**src/rtl/reg_dump_unit.sv**
```systemverilog
// Register-file dump engine: walks registers 0..CELDAS-1 and streams each one
// MSB byte first through a one-byte-at-a-time transmitter handshake.
module reg_dump_unit #(
  parameter int unsigned REGS   = 5,
  parameter int unsigned NBITS  = 32,
  parameter int unsigned CELDAS = 32
) (
  input  logic             i_clk,
  input  logic             i_reset,
  input  logic             i_start,
  input  logic [NBITS-1:0] i_RegDato,
  input  logic             i_TxDone,
  output logic [REGS-1:0]  o_RegDebug,
  output logic [7:0]       o_TxDato,
  output logic             o_TxStart,
  output logic             o_Busy,
  output logic             o_Done
);

  localparam int unsigned NBYTES = NBITS / 8;
  localparam int unsigned CW     = (NBYTES > 1) ? $clog2(NBYTES) : 1;
  localparam logic [CW-1:0]   LAST_BYTE = CW'(NBYTES - 1);
  localparam logic [REGS-1:0] LAST_REG  = REGS'(CELDAS - 1);

  typedef enum logic [2:0] {IDLE, LOAD, SEND, WAIT, NEXT, DONE} state_t;

  state_t           state;
  logic [NBITS-1:0] shreg;
  logic [CW-1:0]    byte_cnt;
  logic [NBITS-1:0] shifted;

  assign shifted = shreg << 8;

  // Outputs are loaded on the edge that enters the state they belong to,
  // so every output is a flop that follows the state register exactly.
  always_ff @(posedge i_clk) begin
    if (i_reset) begin
      state      <= IDLE;
      shreg      <= '0;
      byte_cnt   <= '0;
      o_RegDebug <= '0;
      o_TxDato   <= '0;
      o_TxStart  <= 1'b0;
      o_Busy     <= 1'b0;
      o_Done     <= 1'b0;
    end else begin
      o_TxStart <= 1'b0;
      o_Done    <= 1'b0;
      case (state)
        IDLE: begin
          if (i_start) begin
            state      <= LOAD;
            o_RegDebug <= '0;
            o_Busy     <= 1'b1;
          end
        end
        LOAD: begin
          shreg     <= i_RegDato;
          byte_cnt  <= '0;
          o_TxDato  <= i_RegDato[NBITS-1 -: 8];
          o_TxStart <= 1'b1;
          state     <= SEND;
        end
        SEND: begin
          state <= WAIT;
        end
        WAIT: begin
          if (i_TxDone) begin
            if (byte_cnt == LAST_BYTE) begin
              state <= NEXT;
            end else begin
              shreg     <= shifted;
              byte_cnt  <= byte_cnt + 1'b1;
              o_TxDato  <= shifted[NBITS-1 -: 8];
              o_TxStart <= 1'b1;
              state     <= SEND;
            end
          end
        end
        NEXT: begin
          if (o_RegDebug == LAST_REG) begin
            state      <= DONE;
            o_Done     <= 1'b1;
            o_RegDebug <= '0;
          end else begin
            o_RegDebug <= o_RegDebug + 1'b1;
            state      <= LOAD;
          end
        end
        DONE: begin
          state  <= IDLE;
          o_Busy <= 1'b0;
        end
        default: begin
          state  <= IDLE;
          o_Busy <= 1'b0;
        end
      endcase
    end
  end

endmodule
```
**config.mk**
```make
export PLATFORM = sky130hd
export DESIGN_NAME = reg_dump_unit
export DESIGN_NICKNAME = d
export VERILOG_FILES = /design/src/rtl/reg_dump_unit.sv
export SDC_FILE = /design/constraint.sdc
export NUM_CORES = 1
export LEC_CHECK = 0
export ABC_AREA = 1
export CORE_AREA = 2 2 68 70
export DETAILED_ROUTE_END_ITERATION = 8
export DIE_AREA = 0 0 70 72
export GPL_TIMING_DRIVEN = 0
export PLACE_DENSITY = 0.83
export SETUP_SLACK_MARGIN = 0.5
export SYNTH_ARGS = -nofsm -noshare
export SYNTH_HDL_FRONTEND = slang
export SYNTH_SLANG_ARGS = --single-unit
```
**constraint.sdc**
```tcl
create_clock -name i_clk -period 3.3 [get_ports i_clk]
set_clock_uncertainty 0.1 [all_clocks]
set_input_delay 0.66 -clock i_clk [delete_from_list [all_inputs] [get_ports i_clk]]
set_output_delay 0.66 -clock i_clk [all_outputs]
set_load 0.01 [all_outputs]
```
==> results of run 1 <==
per-stage QoR:
stage | cells | util | cell area, um2 | hold slack (ps)
final | 453 | 0.6825 | 2910 | 382.8
after detailed placement | 445 | 0.6631 | 2828 | 365.8
after floorplan | 343 | - | 2262 | 357.4
after CTS | 453 | 0.6825 | 2910 | 383.2
after global routing | 453 | 0.6825 | 2910 | 410.4
after global placement | 445 | 0.6631 | 2828 | 363.8
final timing paths:
path	start	end	slack (ps)	depth (start not counted)
worst max register to register	o_RegDebug[0]$_SDFFE_PP0P_	o_RegDebug[3]$_SDFFE_PP0P_	1720	7
worst max-delay path	o_RegDebug[0]$_SDFFE_PP0P_	o_RegDebug[0]	1250	1
worst min register to register	shreg[7]$_SDFFE_PP0P_	shreg[7]$_SDFFE_PP0P_	380	2
worst min-delay path	shreg[7]$_SDFFE_PP0P_	shreg[7]$_SDFFE_PP0P_	380	2
state kept, by name, summed over array words and instances (netlist names):
name	count
o_TxStart	1
shreg	24
o_Done	1
o_Busy	1
byte_cnt	2
state	3
o_RegDebug	5
o_TxDato	8
power by group through the flow:
stage	Combinational [W]	Clock (W)	Sequential (W)
finish	0.000365	0.000334	0.000626
CTS	0.000366	0.000343	0.000625
global placement	0.000355	0	0.000636
floorplan	0.000232	0	0.000642
global route	0.000407	0.000367	0.000633
detailed placement	0.000363	0	0.000638
layout make-up:
class | instances | share of cell area
flip-flops and latches | 45 | 0.3095
multi-input cells | 242 | 0.3835
well taps | 52 | 0.02236
inverters | 38 | 0.04987
plain buffers | 18 | 0.03439
repair buffers | 50 | 0.1720
clock buffers | 6 | 0.02494
clock inverters | 2 | 0.003439
synthesized netlist by cell type:
cell type,n
sky130_fd_sc_hd__or2_2,1
sky130_fd_sc_hd__o211ai_1,1
sky130_fd_sc_hd__clkbuf_1,3
sky130_fd_sc_hd__nand3_2,1
sky130_fd_sc_hd__clkinv_1,1
sky130_fd_sc_hd__nor3b_1,1
sky130_fd_sc_hd__ha_1,3
sky130_fd_sc_hd__nand2_4,2
sky130_fd_sc_hd__a21oi_1,15
sky130_fd_sc_hd__nand3_4,1
sky130_fd_sc_hd__buf_6,2
sky130_fd_sc_hd__nor3_1,2
sky130_fd_sc_hd__buf_1,1
sky130_fd_sc_hd__inv_1,34
sky130_fd_sc_hd__clkbuf_2,1
sky130_fd_sc_hd__nand3_1,37
sky130_fd_sc_hd__dfxtp_1,45
sky130_fd_sc_hd__nor2_2,16
sky130_fd_sc_hd__inv_4,1
sky130_fd_sc_hd__nor2_1,48
sky130_fd_sc_hd__inv_2,2
sky130_fd_sc_hd__buf_4,1
sky130_fd_sc_hd__buf_2,10
sky130_fd_sc_hd__o21ai_0,21
sky130_fd_sc_hd__nand4_1,1
sky130_fd_sc_hd__nand2_1,92
metal layers:
metal	global-route usage	wire (um)
met5	0	0
met4	0.08761	73
met3	0.05417	334
met2	0.3862	2593
met1	0.2846	2451
cell families (layout without fill, tap and decap cells):
kind of cell,Yosys count,in the layout,synth area share
compound gates,37,37,0.08296
buf+inv,56,114,0.1084
fa+ha+maj,3,3,0.01659
flops,45,45,0.3982
simple gates,202,202,0.3938
layout by cell type, fill, tap and decap left out, drive strengths merged:
master,n
nor3,2
nand2,94
inv,37
ha,3
o21ai,21
buf,14
clkinv,3
o211ai,1
clkdlybuf4s50,50
clkbuf,10
nand3,39
nand4,1
dfxtp,45
a21oi,15
or2,1
nor3b,1
nor2,64
==> results.py, run 1 <==
metrics = {
    "cts": {
        "cts_hold_buffers": 0,
        "cts.repair.resized": 0,
        "clock_tree.root_cell": "sky130_fd_sc_hd__clkbuf_8",
        "number_of_cts_inserted_buffers": 5,
        "tritoncts": "built",
        "ctsHtreeMaxLevel": 2,
        "post-cts-setup-buffers": 0,
        "cts.sinks": 45,
        "clock_network_latency_to_the_later_pin_of_the_worst_skew_pair_ps": 300,
        "clk_pin_slew_ps": 80,
        "max-clock-path-buffers": 2,
    },
    "synthesis": {
        "synth_area_leaders": "sky130_fd_sc_hd__dfxtp_1 (40%), sky130_fd_sc_hd__nand2_1 (15%), sky130_fd_sc_hd__nand3_1 (8.2%), sky130_fd_sc_hd__nor2_1 (8.0%), sky130_fd_sc_hd__inv_1 (5.6%)",
        "synth.cell_area_um2": 2262,
        "sequential_fraction_of_the_synthesis_area": 0.3982,
        "yosys.area.top_type": "sky130_fd_sc_hd__dfxtp_1",
        "yosys_register_bits": 45,
        "netlist_instances": 343,
        "synth_largest_type_area_fraction": 0.3982,
        "synth-warning-count": 0,
        "synth_area_per_inst_um2": 6.595,
        "yosysUniqueCellTypes": 26,
        "mappedNetlistNets": 382,
    },
    "sta": {
        "timing.setup.tns_ps": 0,
        "finalHoldViolations": 0,
        "timing.max_slew.rel_slack": 0.6035,
        "min_period_over_period": 0.6222,
        "min_period_ps": 2053,
        "setup_ws_ps": 1247,
        "rsz_0062_raised_after_global_routing": "false",
        "timing_worst_slew_pin_value_ps": 588.6,
        "timing.final.max_slew_violations": 0,
        "final_setup_violations": 0,
        "fmaxAchievable_ghz": 0.4870,
    },
    "power_and_ir_drop": {
        "leakage_nw": 1.321,
        "power.clock.fraction": 0.252,
        "p_int_w": 0.0009151,
        "cellPowerDensity_nw_per_um2": 455.4,
        "post-layout-total-power_w": 0.001325,
        "max-vdd-ir-drop_v": 0.0002868,
        "p_sw_w": 0.0004102,
        "p_seq_frac": 0.472,
        "comb_power_share": 0.275,
        "netSwitchingFraction": 0.3095,
    },
    "grt": {
        "first_global_vias": 2086,
        "globalRouteTotalUtil": 0.2283,
        "globalRoute.totalOverflow": 0,
        "grt_pass1_wl_mm": 9.177,
        "initial_antenna_violation_count": 0,
        "pin_count_of_the_biggest_net_entering_global_routing": 14,
    },
    "layout": {
        "total_inserted_antenna_cells": 0,
        "area_occupied_by_multi_input_gates_um2": 1116,
        "finalNetCount": 439,
        "sequential_cell_area_um2": 900.9,
        "nFillCells": 408,
        "area_growth_syn_to_layout_pct": 28.65,
        "post_route_cells_drive_above_1_share": 0.1122,
    },
    "critical_path": {
        "cp_launch_type": "register",
        "crit_path_max_fanout": 6,
        "cp_num_buf_inv": 1,
        "critical_path.slowest_cell": "sky130_fd_sc_hd__clkdlybuf4s50_1",
        "crit_type": "register to output pin",
        "worstPathCellList": "clkdlybuf4s50_1",
        "worst_path_largest_cell_delay_ps": 570,
        "timing.critical_path.max_delay_family": "buffers and inverters",
        "timing.critical_path.to_type": "output pin",
        "cp_data_arrival_time_ps": 1290,
        "worstPathRequired_ps": 2540,
    },
    "routing": {
        "viasPerCell": 4.974,
        "wl_per_cell_um": 12.04,
        "detailedRoute.firstIterationViolations": 122,
        "remaining_drc_errors": 0,
        "antenna_violating_nets_post_route": 0,
        "routed-via-count": 2253,
        "routed_wire_length_mm": 5.453,
        "drtPass1Iterations": 5,
    },
    "outcome": {
        "result_of_the_run": "finished clean",
    },
    "floorplanning": {
        "io_pins": 52,
        "die-height_um": 72,
        "die-area_um2": 5040,
        "die_width_um": 70,
        "initial_utilization": 0.5305,
        "design.core.area_um2": 4264,
        "std_cell_rows": 24,
    },
    "flow_run": {
        "timing.max_cap.violations": 0,
    },
    "worst_hold_path": {
        "timing.hold.worst.class": "register to register",
    },
    "placement": {
        "gp_routability_congestion": 0.7899,
        "pre_cts_ws_ps": 1143,
        "hpwlAfterDp_mm": 4.006,
        "numPortBuffers": 50,
    },
}
Note: power is estimated with default switching activity, not from simulation.
==> inputs of run 2 (changes only) <==
--- a/config.mk
+++ b/config.mk
@@ -6,11 +6,11 @@
 export NUM_CORES = 1
 export LEC_CHECK = 0
 export ABC_AREA = 1
-export CORE_AREA = 2 2 68 70
+export CORE_AREA = 2 2 74 76
 export DETAILED_ROUTE_END_ITERATION = 8
-export DIE_AREA = 0 0 70 72
+export DIE_AREA = 0 0 76 78
 export GPL_TIMING_DRIVEN = 0
-export PLACE_DENSITY = 0.83
+export PLACE_DENSITY = 0.75
 export SETUP_SLACK_MARGIN = 0.5
 export SYNTH_ARGS = -nofsm -noshare
 export SYNTH_HDL_FRONTEND = slang
==> constraint.sdc (replaced) <==
create_clock -name i_clk -period 1.6 [get_ports i_clk]
set_clock_uncertainty 0.1 [all_clocks]
set_input_delay 0.32 -clock i_clk [delete_from_list [all_inputs] [get_ports i_clk]]
set_output_delay 0.32 -clock i_clk [all_outputs]
set_load 0.01 [all_outputs]
==> run 2 against run 1 <==
Net effect: global-route usage decreased by 2.2 points; utilization increased by 1.7 points; non-clock buffer count increased by 20; count of clock-buffer cells in the layout increased by 1; clock power increased by 110%; register-to-register slack got worse by 1500 ps.
==> results.py, run 2 (synthesis results as in run 1) <==
metrics = {
    "placement": {
        "hpwlAfterDp_mm": 3.989,
        "dp_cells": 463,
        "placed_cell_area_um2": 2955,
        "gp_routability_congestion": 0.7867,
        "pre_cts_ws_ps": -191.3,
        "numPortBuffers": 50,
    },
    "critical_path": {
        "cp_data_arrival_time_ps": 1000,
        "crit_type": "register to output pin",
        "crit_path_max_fanout": 3,
        "reg2reg_depth": 9,
        "cp_launch_type": "register",
        "worstPathRequired_ps": 1180,
        "timing.critical_path.to_type": "output pin",
    },
    "routing": {
        "routed-via-count": 2424,
        "drtPass1Iterations": 4,
        "detailedRoute.firstIterationViolations": 163,
        "viasPerCell": 4.947,
        "wl_per_cell_um": 13.27,
        "antenna_violating_nets_post_route": 0,
        "remaining_drc_errors": 0,
        "routed_wire_length_mm": 6.504,
    },
    "sta": {
        "timing_worst_slew_pin_value_ps": 543.0,
        "rsz_0062_raised_after_global_routing": "true",
        "final_setup_violations": 0,
        "timing.setup.tns_ps": 0,
        "min_period_over_period": 0.8866,
        "timing.max_slew.rel_slack": 0.6380,
        "finalHoldViolations": 0,
        "fmaxAchievable_ghz": 0.7050,
        "setup_ws_ps": 181.5,
        "timing.final.max_slew_violations": 0,
        "min_period_ps": 1418,
    },
    "outcome": {
        "result_of_the_run": "finished clean",
    },
    "worst_hold_path": {
        "hold_depth": 2,
        "timing.hold.worst.class": "input port to register",
    },
    "power_and_ir_drop": {
        "p_seq_frac": 0.434,
        "netSwitchingFraction": 0.3162,
        "leakage_nw": 1.575,
        "power.clock.fraction": 0.238,
        "comb_power_share": 0.329,
        "p_sw_w": 0.0009535,
        "max-vdd-ir-drop_v": 0.0005049,
        "p_int_w": 0.002062,
        "cellPowerDensity_nw_per_um2": 854.8,
    },
    "floorplanning": {
        "die-height_um": 78,
        "die_width_um": 76,
        "initial_utilization": 0.4486,
        "std_cell_rows": 26,
        "io_pins": 52,
        "die-area_um2": 5928,
        "design.core.area_um2": 5042,
    },
    "grt": {
        "globalRoute.totalOverflow": 0,
        "grt_pass1_wl_mm": 9.867,
        "first_global_vias": 2199,
        "pin_count_of_the_biggest_net_entering_global_routing": 13,
        "initial_antenna_violation_count": 0,
        "globalRouteTotalUtil": 0.2059,
    },
    "layout": {
        "post-route-cell-area_um2": 3528,
        "nFillCells": 420,
        "total_inserted_antenna_cells": 0,
        "largest_registers": "shreg x24, o_TxDato x8, o_RegDebug x5",
        "area_growth_syn_to_layout_pct": 55.97,
        "largest_register_ffs": 24,
        "layout.cells.most_common_list": "sky130_fd_sc_hd__nand2_1 (88), sky130_fd_sc_hd__nand3_1 (35), sky130_fd_sc_hd__clkdlybuf4s50_1 (33)",
        "mostFrequentLayoutCell": "sky130_fd_sc_hd__nand2_1",
        "post_route_cells_drive_above_1_share": 0.3452,
        "max_flop_register": "shreg",
        "finalNetCount": 459,
        "finish.cell_count_without_fillers": 490,
        "final_core_util": 0.6998,
    },
    "cts": {
        "clk_pin_slew_ps": 80,
        "max-clock-path-buffers": 2,
        "ctsHtreeMaxLevel": 2,
        "cts_hold_buffers": 0,
        "number_of_cts_inserted_buffers": 5,
        "cts.sinks": 45,
        "clock_network_latency_to_the_later_pin_of_the_worst_skew_pair_ps": 300,
        "tritoncts": "built",
        "clock_tree.root_cell": "sky130_fd_sc_hd__clkbuf_8",
    },
    "flow_run": {
        "timing.max_cap.violations": 0,
    },
}
-- run 2: cell count changes in the layout (fill, tap and decap cells not counted), sizes merged --
cell           delta
buf              +35
clkbuf            +2
dlygate4sd2       +1
clkinv            -2
clkdlybuf4s50    -17
-- run 2: per-layer routing --
metal	GRT usage	up-vias	wire [um]
li1	-	1218	-
met1	0.2509	1112	2695
met2	0.3643	86	3283
met3	0.05000	8	455
met4	0.05455	0	70
met5	0	-	0
-- run 2: repair_timing --
action | 4_1_cts | 5_1_grt
setup buffers | 11 | 7
gates cloned | 0 | 2
setup endpoints to repair | 61 | 61
resized for setup | 120 | 60
pin swaps | 5 | 15
-- run 2: area by class of cell --
| type | instances | area, um2 | area share |
|---|---|---|---|
| buffer | 18 | 173.9 | 0.04929 |
| tap | 70 | 87.58 | 0.02482 |
| timing repair buffer | 70 | 716.9 | 0.2032 |
| sequential | 45 | 938.4 | 0.2660 |
| inverter | 38 | 162.7 | 0.04610 |
| clock buffer | 7 | 86.33 | 0.02447 |
| multi-input combinational | 242 | 1363 | 0.3862 |
-- run 2: worst max-delay path, cell delays in order, from the launching register on --
cell and delay (ps):
sky130_fd_sc_hd__dfxtp_4 370, sky130_fd_sc_hd__buf_6 110, sky130_fd_sc_hd__buf_6 110, sky130_fd_sc_hd__buf_6 110
-- run 2: path summary, 6_finish.rpt --
kind                               from                          to  slack [ps]
min                             i_reset  o_RegDebug[3]$_SDFFE_PP0P_         230
max reg2reg       state[0]$_SDFFE_PP0P_      shreg[17]$_SDFFE_PP0P_         200
min reg2reg         o_Busy$_SDFFE_PP0P_         o_Busy$_SDFFE_PP0P_         380
max          o_RegDebug[0]$_SDFFE_PP0P_               o_RegDebug[0]         180
-- run 2: per-stage QoR --
stage               power (W)  hold slack, ps
finish               0.003016           225.1
global route         0.003196           235.9
CTS                  0.002880           240.7
detailed placement   0.002100           371.2
global placement     0.002082           364.9
floorplan            0.001838           357.4
-- run 2: power groups by stage --
stage          clock (W)  combinational [W]  sequential (W)
2_1_floorplan          0           0.000514         0.00132
4_1_cts         0.000728           0.000846         0.00131
3_3_place_gp           0           0.000771         0.00131
6_report        0.000716           0.000992         0.00131
3_5_place_dp           0           0.000784         0.00132
5_1_grt         0.000783            0.00109         0.00132
==> inputs of run 3 (changes only) <==
--- a/config.mk
+++ b/config.mk
@@ -10,8 +10,9 @@
 export DETAILED_ROUTE_END_ITERATION = 8
 export DIE_AREA = 0 0 76 78
 export GPL_TIMING_DRIVEN = 0
-export PLACE_DENSITY = 0.75
+export PLACE_DENSITY = 0.76
 export SETUP_SLACK_MARGIN = 0.5
+export SLEW_MARGIN = 20
 export SYNTH_ARGS = -nofsm -noshare
 export SYNTH_HDL_FRONTEND = slang
 export SYNTH_SLANG_ARGS = --single-unit
==> run 3 against run 2 <==
Net effect: critical path depth rose by 6; largest power group unchanged; count of clock-buffer cells in the layout did not move; routed wire length increased by 3.8%; clock power is 25% higher; sequential power is essentially flat.
==> results.py, run 3 (synthesis results as in run 1) <==
metrics = {
    "sta": {
        "final_setup_violations": 0,
        "timing_worst_slew_pin_value_ps": 548.5,
        "min_period_over_period": 0.8809,
        "setup_ws_ps": 190.5,
        "rsz_0062_raised_after_global_routing": "true",
        "fmaxAchievable_ghz": 0.7095,
        "min_period_ps": 1409,
        "finalHoldWorstSlack_ps": 229.6,
        "timing.setup.tns_ps": 0,
        "finalHoldViolations": 0,
        "timing.max_slew.rel_slack": 0.6343,
        "timing.final.max_slew_violations": 0,
    },
    "power_and_ir_drop": {
        "netSwitchingFraction": 0.3085,
        "p_int_w": 0.002273,
        "power.clock.fraction": 0.271,
        "comb_power_share": 0.331,
        "cellPowerDensity_nw_per_um2": 884.5,
        "max-vdd-ir-drop_v": 0.0005354,
        "p_seq_frac": 0.397,
        "leakage_nw": 1.703,
        "p_sw_w": 0.001014,
        "post-layout-total-power_w": 0.003287,
    },
    "placement": {
        "pre_cts_ws_ps": -188.8,
        "gp_routability_congestion": 0.8111,
        "hpwlAfterDp_mm": 3.943,
        "numPortBuffers": 50,
    },
    "cts": {
        "tritoncts": "built",
        "cts.sinks": 45,
        "clock_tree.root_cell": "sky130_fd_sc_hd__clkbuf_8",
        "clk_pin_slew_ps": 80,
        "ctsHtreeMaxLevel": 2,
        "cts_hold_buffers": 0,
        "max-clock-path-buffers": 2,
        "number_of_cts_inserted_buffers": 5,
        "clock_network_latency_to_the_later_pin_of_the_worst_skew_pair_ps": 310,
    },
    "flow_run": {
        "timing.max_cap.violations": 0,
    },
    "grt": {
        "globalRouteTotalUtil": 0.2234,
        "pin_count_of_the_biggest_net_entering_global_routing": 14,
        "first_global_vias": 2309,
        "globalRoute.totalOverflow": 0,
        "grt_pass1_wl_mm": 10.68,
        "initial_antenna_violation_count": 0,
    },
    "critical_path": {
        "timing.critical_path.to": "shreg[18]$_SDFFE_PP0P_",
        "crit_type": "register to register",
        "timing.critical_path.max_delay_family": "buffers and inverters",
        "cp_num_buf_inv": 4,
        "cp_launch_type": "register",
        "worstPathCellList": "buf_6, nand3_4, inv_4, nand2_8, buf_12, buf_8, nand3_1, nand2_1, nor2_2",
        "r2r_start": "state[0]$_SDFFE_PP0P_",
        "r2r_slack_ps": 190,
        "worstSetupStartpoint": "state[0]$_SDFFE_PP0P_",
        "cp_data_arrival_time_ps": 1560,
        "critical_path.reg2reg.endpoint": "shreg[18]$_SDFFE_PP0P_",
        "reg2reg_depth": 9,
        "worst_path_largest_cell_delay_ps": 330,
        "timing.critical_path.to_type": "register",
        "critical_path.slowest_cell": "sky130_fd_sc_hd__dfxtp_2",
        "crit_path_max_fanout": 5,
        "number_of_stages_on_the_worst_setup_path": 9,
        "worstPathRequired_ps": 1750,
    },
    "routing": {
        "wl_per_cell_um": 13.69,
        "viasPerCell": 4.961,
        "routed-via-count": 2446,
        "remaining_drc_errors": 0,
        "detailedRoute.firstIterationViolations": 151,
        "drtPass1Iterations": 4,
        "antenna_violating_nets_post_route": 0,
        "routed_wire_length_mm": 6.749,
    },
    "floorplanning": {
        "die-area_um2": 5928,
        "die-height_um": 78,
        "design.core.area_um2": 5042,
        "io_pins": 52,
        "std_cell_rows": 26,
        "die_width_um": 76,
        "initial_utilization": 0.4486,
    },
    "layout": {
        "largest_registers": "shreg x24, o_TxDato x8, o_RegDebug x5",
        "max_flop_register": "shreg",
        "area_occupied_by_multi_input_gates_um2": 1429,
        "post_route_cells_drive_above_1_share": 0.3830,
        "finalNetCount": 461,
        "largest_register_ffs": 24,
        "final_core_util": 0.7370,
        "total_inserted_antenna_cells": 0,
        "area_growth_syn_to_layout_pct": 64.27,
        "sequential_cell_area_um2": 934.6,
        "nFillCells": 383,
        "layout.cells.most_common_list": "sky130_fd_sc_hd__nand2_1 (81), sky130_fd_sc_hd__clkdlybuf4s50_1 (33), sky130_fd_sc_hd__inv_1 (32)",
        "mostFrequentLayoutCell": "sky130_fd_sc_hd__nand2_1",
    },
    "worst_hold_path": {
        "timing.hold.worst.class": "input port to register",
        "hold_depth": 2,
        "hold_path_startpoint": "i_reset",
    },
    "outcome": {
        "result_of_the_run": "finished clean",
    },
}
[run 3: cell types whose count changed in the layout (fill, tap and decap cells not counted), moves of 4 or more]
cell / delta
sky130_fd_sc_hd__nand2_1: -7
sky130_fd_sc_hd__buf_8: +4
sky130_fd_sc_hd__nand3_2: +10
sky130_fd_sc_hd__buf_4: -7
sky130_fd_sc_hd__nand3_1: -9
sky130_fd_sc_hd__nand2_2: +6
[run 3: worst min-delay path by stage]
stage	to	slack [ps]
2_1_floorplan	shreg[0]$_SDFFE_PP0P_	360
3_3_place_gp	o_Busy$_SDFFE_PP0P_	360
3_5_place_dp	o_Busy$_SDFFE_PP0P_	360
4_1_cts	o_RegDebug[1]$_SDFFE_PP0P_	240
5_1_grt	o_RegDebug[3]$_SDFFE_PP0P_	240
6_report	o_RegDebug[3]$_SDFFE_PP0P_	230
[run 3: area by class of cell]
| class | instances | share of cell area |
|---|---|---|
| plain buffers | 18 | 0.05892 |
| clock buffers | 7 | 0.02323 |
| clock inverters | 1 | 0.008081 |
| inverters | 38 | 0.04377 |
| multi-input cells | 242 | 0.3845 |
| flip-flops and latches | 45 | 0.2515 |
| well taps | 70 | 0.02357 |
| repair buffers | 72 | 0.2064 |
[run 3: per-stage QoR]
step	std cells	cell area, um2
after floorplan	343	2367
after global placement	463	2955
after detailed placement	463	2955
after CTS	488	3491
after global routing	493	3716
final	493	3716
[run 3: power by group through the flow]
stage	clock [W]	combinational, W	sequential [W]
6_report	0.000892	0.00109	0.00131
5_1_grt	0.000950	0.00118	0.00132
4_1_cts	0.000898	0.000949	0.00130
3_5_place_dp	0	0.000785	0.00132
3_3_place_gp	0	0.000770	0.00131
2_1_floorplan	0	0.000514	0.00132
[run 3: repair_timing]
item	CTS	global route
pin swaps	25	19
hold endpoints to repair	0	0
buffers inserted	13	5
gates resized for setup	147	59
cloned	4	0
setup endpoints to repair	60	61
[run 3: metal layers]
| metal | vias up | GRT usage | wire [um] |
|---|---|---|---|
| li1 | 1228 | - | - |
| met1 | 1126 | 0.2811 | 2922 |
| met2 | 77 | 0.3813 | 3334 |
| met3 | 15 | 0.04070 | 347 |
| met4 | 0 | 0.08545 | 145 |
| met5 | - | 0 | 0 |
